[config.mk]
export PLATFORM = sky130hd
export DESIGN_NAME = mux_rr_stream
export DESIGN_NICKNAME = d
export VERILOG_FILES = /design/src/rtl/mux_rr_stream.sv
export SDC_FILE = /design/constraint.sdc
export NUM_CORES = 1
export LEC_CHECK = 0
export BUFFER_PORTS_ARGS = -buffer_cell sky130_fd_sc_hd__buf_4
export CAP_MARGIN = 10
export CORE_MARGIN = 2
export CORE_UTILIZATION = 45
export CTS_CLUSTER_DIAMETER = 30
export DETAILED_ROUTE_END_ITERATION = 8
export PLACE_DENSITY = 0.75
export REMOVE_ABC_BUFFERS = 1
export SYNTH_ARGS = -nofsm -noshare
export SYNTH_HDL_FRONTEND = slang
export SYNTH_SLANG_ARGS = --single-unit
[constraint.sdc]
create_clock -name clk_in -period 3.2 [get_ports clk_in]
set_input_delay 0.8 -clock clk_in [delete_from_list [all_inputs] [get_ports clk_in]]
set_output_delay 0.8 -clock clk_in [all_outputs]
set_load 0.02 [all_outputs]
[src/rtl/mux_rr_stream.sv]
// mux_rr_stream: NUM_CH-way valid/ready stream mux, fixed-select or round-robin, registered output
module mux_rr_stream #(
    parameter int WIDTH = 8,
    parameter int NUM_CH = 4,
    localparam int SEL_W = $clog2(NUM_CH)
) (
    input  logic                    clk_in,
    input  logic                    rst_n_in,
    input  logic [NUM_CH*WIDTH-1:0] data_in,
    input  logic [NUM_CH-1:0]       valid_in,
    output logic [NUM_CH-1:0]       ready_out,
    input  logic                    mode_in,
    input  logic [SEL_W-1:0]        sel_in,
    output logic [WIDTH-1:0]        data_out,
    output logic                    valid_out,
    output logic [SEL_W-1:0]        ch_out,
    input  logic                    ready_in
);
    logic [SEL_W-1:0] ptr, idx, rr_gnt, gnt;
    logic             rr_vld, gnt_vld, load_en, take;

    assign load_en = !valid_out || ready_in;

    // round-robin: first valid channel after ptr; descending scan so the nearest one wins
    always_comb begin
        rr_gnt = '0;
        rr_vld = 1'b0;
        idx    = '0;
        for (int i = NUM_CH; i >= 1; i--) begin
            idx = SEL_W'((int'(ptr) + i) % NUM_CH);
            if (valid_in[idx]) begin
                rr_gnt = idx;
                rr_vld = 1'b1;
            end
        end
    end

    assign gnt     = mode_in ? rr_gnt : sel_in;
    assign gnt_vld = mode_in ? rr_vld : (int'(sel_in) < NUM_CH) && valid_in[sel_in];
    assign take    = load_en && gnt_vld;

    for (genvar k = 0; k < NUM_CH; k++) begin : g_rdy
        assign ready_out[k] = rst_n_in && take && (gnt == SEL_W'(k));
    end

    // output register: load on grant, clear valid on drain, hold on stall
    always_ff @(posedge clk_in) begin
        if (!rst_n_in) begin
            data_out  <= '0;
            valid_out <= 1'b0;
            ch_out    <= '0;
            ptr       <= SEL_W'(NUM_CH - 1);
        end else if (take) begin
            data_out  <= data_in[gnt*WIDTH +: WIDTH];
            valid_out <= 1'b1;
            ch_out    <= gnt;
            if (mode_in)
                ptr <= gnt;
        end else if (ready_in) begin
            valid_out <= 1'b0;
        end
    end
endmodule
==> flow_metrics.py <==
metrics = {
    "outcome": {
        "status": "finished clean",
    },
    "power_and_ir_drop": {
        "p_switching_mw": 0.219,
        "power_density_mw_per_mm2": 343,
        "p_leak_nw": 0.724,
        "switching_share_pct": 38.3,
        "power_frac_comb_pct": 46.6,
        "sequentialPowerShare_pct": 34.3,
        "p_total_mw": 0.571,
        "pwr-share-clk_pct": 19.1,
        "vdd_drop_max_uv": 261,
        "intPower_mw": 0.352,
    },
    "min_path": {
        "hold_class": "reg -> reg",
        "whs_endpoint": "data_out[4]",
        "whs_path_depth": 2,
        "hold_start": "data_out[4]",
    },
    "global_routing": {
        "grt_pass1_wl_mm": 6.42,
        "gr-total-overflow": 0,
        "grt_pass1_vias": 1464,
        "grt_max_degree": 20,
        "grt_util_all_layers_pct": 24.7,
        "antenna_found_initial": 0,
    },
    "clocking": {
        "htreeDepth": 1,
        "cts_sinks": 13,
        "holdBufCountCts": 0,
        "clk_latency_ns": 0.28,
        "cts_resized": 0,
        "cts_tree": "yes",
        "cts.clk_slew.worst_paths_ns": 0.09,
        "post_cts_buffers": 0,
        "cts_buffers": 3,
        "cts_root_buffer": "clkbuf_4",
        "cts_buffer_depth": 2,
    },
    "sta": {
        "slew_headroom_pct": 50.2,
        "worst_slack_ns": 0.124,
        "rsz0062_at_grt": "false",
        "finalCritPeriodShare_pct": 96.1,
        "finalHoldViolations": 0,
        "fin_hold_ws_ns": 0.470,
        "fin_setup_tns_ns": 0,
        "clock_skew_ns": 0.0109,
        "fin_crit_ns": 3.08,
        "tightest_slew_ns": 0.747,
        "setup_viol": 0,
        "max_freq_mhz": 325,
        "maxSlewViolCount": 0,
    },
    "routing": {
        "wl_mm": 3.70,
        "vias_per_cell": 5.86,
        "drc": 0,
        "drtIter0Drc": 32,
        "vias": 1472,
        "detail-route-antenna-nets": 0,
        "firstDrtPassIters": 4,
        "wire_per_inst_microns": 14.8,
    },
    "logic_synthesis": {
        "ys_types": 37,
        "postSynthCellCount": 168,
        "yosys.area_share.simple_pct": 31.6,
        "syn_avg_cell_area_sq_um": 7.25,
        "synth_top_family_by_area": "simple AND/OR/NAND/NOR gates",
        "syn_area_sq_mm": 0.00122,
        "synth_compound_area_share_pct": 29.1,
        "muxShareOfSynthArea_pct": 10.7,
        "ys_warn_count": 0,
        "synthAdderAreaFrac_pct": 0,
        "synth_xor_area_share_pct": 0,
        "yosys_register_bits": 13,
        "yosysSeqAreaShare_pct": 21.4,
    },
    "critical_path": {
        "cp-end-kind": "output port",
        "worstPathMaxFanout": 5,
        "worstSetupStartpointType": "primary input",
        "cpPeakStageDelay_ns": 0.46,
        "crit_chain": "buf_4, nor2_1, o31ai_1, nor3_1, or3b_1, nor2_1, buf_4",
        "reg2regPathDepth": 7,
        "cp_slowest_cell": "o31ai_1",
        "reg2reg_from": "ptr[1]",
        "crit_type": "in -> out",
        "reg2reg_slack_ns": 1.04,
        "timing.rr.end": "data_out[1]",
        "arrival_ns": 2.28,
        "worstPathRequired_ns": 2.40,
        "startpoint": "valid_in[1]",
    },
    "cells_and_area": {
        "drive_gt1_share_pct": 36.7,
        "n_antenna_cell": 0,
        "syn2layout_area_growth_pct": 36.8,
        "layout.cells.non_filler": 251,
        "mostFrequentLayoutCell": "buf_4",
        "final_cell_mix": "buf_4 (61), nor3_1 (27), nand2_1 (19), dfxtp_1 (13)",
        "final_area_sq_mm": 0.00167,
        "nFillCells": 227,
        "fin_util_pct": 66.1,
        "layout.nets": 264,
    },
    "placement": {
        "pre_cts_slack_ns": 0.145,
        "post-dp-hpwl_mm": 2.89,
        "dpl.cell_count": 247,
        "placed_cell_area_sq_mm": 0.00164,
        "globalplace.congestion": 0.866,
        "portBuffers": 56,
    },
    "die": {
        "start_util_pct": 48.3,
        "die_h_microns": 56.0,
        "die_w_microns": 56.0,
        "ios": 57,
        "die_area_sq_mm": 0.00314,
        "rows": 18,
        "core-area_sq_mm": 0.00252,
    },
    "run": {
        "cap_viol_max_count": 0,
    },
}
-- critical path: cells and delay by family --
kind / cells / cell delay [ns]
buf+inv: 2 / 0.26
compound gates: 1 / 0.46
simple gates: 4 / 0.76
-- registers in the layout, indices dropped and copies added, names as in the netlist --
register   flops
ptr            2
data_out       8
valid_out      1
ch_out         2
-- worst max path at each step --
stage | endpoint | cells after the start
detailed placement | ready_out[0] | 7
finish | ready_out[0] | 7
CTS | ready_out[0] | 7
global placement | ready_out[0] | 7
floorplan | ready_out[0] | 5
global route | ready_out[1] | 7
-- area by class of cell --
type	count	area (sq um)	share of cell area [%]
Clock buffer	4	26.3	1.58
Inverter	4	15.0	0.901
Multi-Input combinational cell	139	870	52.2
Sequential cell	13	260	15.6
Tap cell	30	37.5	2.25
Timing Repair Buffer	61	458	27.5
-- cell families (layout without fill, tap and decap cells) --
kind of cell	after synthesis	count (layout)
AND/OR/NAND/NOR	78	78
AO/OA/AOI/OAI	49	49
flip-flops	13	13
buffers and inverters	16	69
multiplexers	12	12
-- power by group through the flow --
| stage | Clock, mW | Combinational (mW) | Sequential [mW] |
|---|---|---|---|
| after floorplan | 0 | 0.118 | 0.220 |
| after global routing | 0.116 | 0.290 | 0.199 |
| after global placement | 0 | 0.258 | 0.198 |
| after detailed placement | 0 | 0.266 | 0.199 |
| final | 0.109 | 0.266 | 0.196 |
| after CTS | 0.109 | 0.266 | 0.196 |
-- layer usage --
| metal | up-vias | global-route usage [%] | share of wire, % |
|---|---|---|---|
| li1 | 733 | - | - |
| met1 | 680 | 30.8 | 45 |
| met2 | 57 | 45.5 | 48 |
| met3 | 2 | 3.49 | 6.6 |
| met4 | 0 | 3.74 | 0.40 |
| met5 | - | 0 | 0 |
-- synth_stat cells, drive strengths merged --
master	number	area share (%)
o41ai	8	5.7
mux2i	4	3.3
nor2b	2	1.0
nand3	1	0.41
nand2b	9	4.6
nand3b	1	0.62
o31ai	1	0.62
mux2	8	7.4
inv	4	1.2
clkbuf	1	0.31
o211ai	2	1.2
nor2	11	3.6
nor3b	1	0.62
or2	4	2.1
a31o	1	0.72
or3b	1	0.72
nor3	27	11
o21ai	11	4.8
dfxtp	13	21
and2	1	0.51
and3	1	0.51
buf	11	5.7
o21a	2	1.2
a21oi	11	4.8
o31a	1	0.72
nand2	19	5.9
a2111oi	8	5.7
a32oi	1	0.72
a32o	1	0.82
a21bo	1	0.82
o22ai	1	1.0
Power figures use the tool's default switching activity.
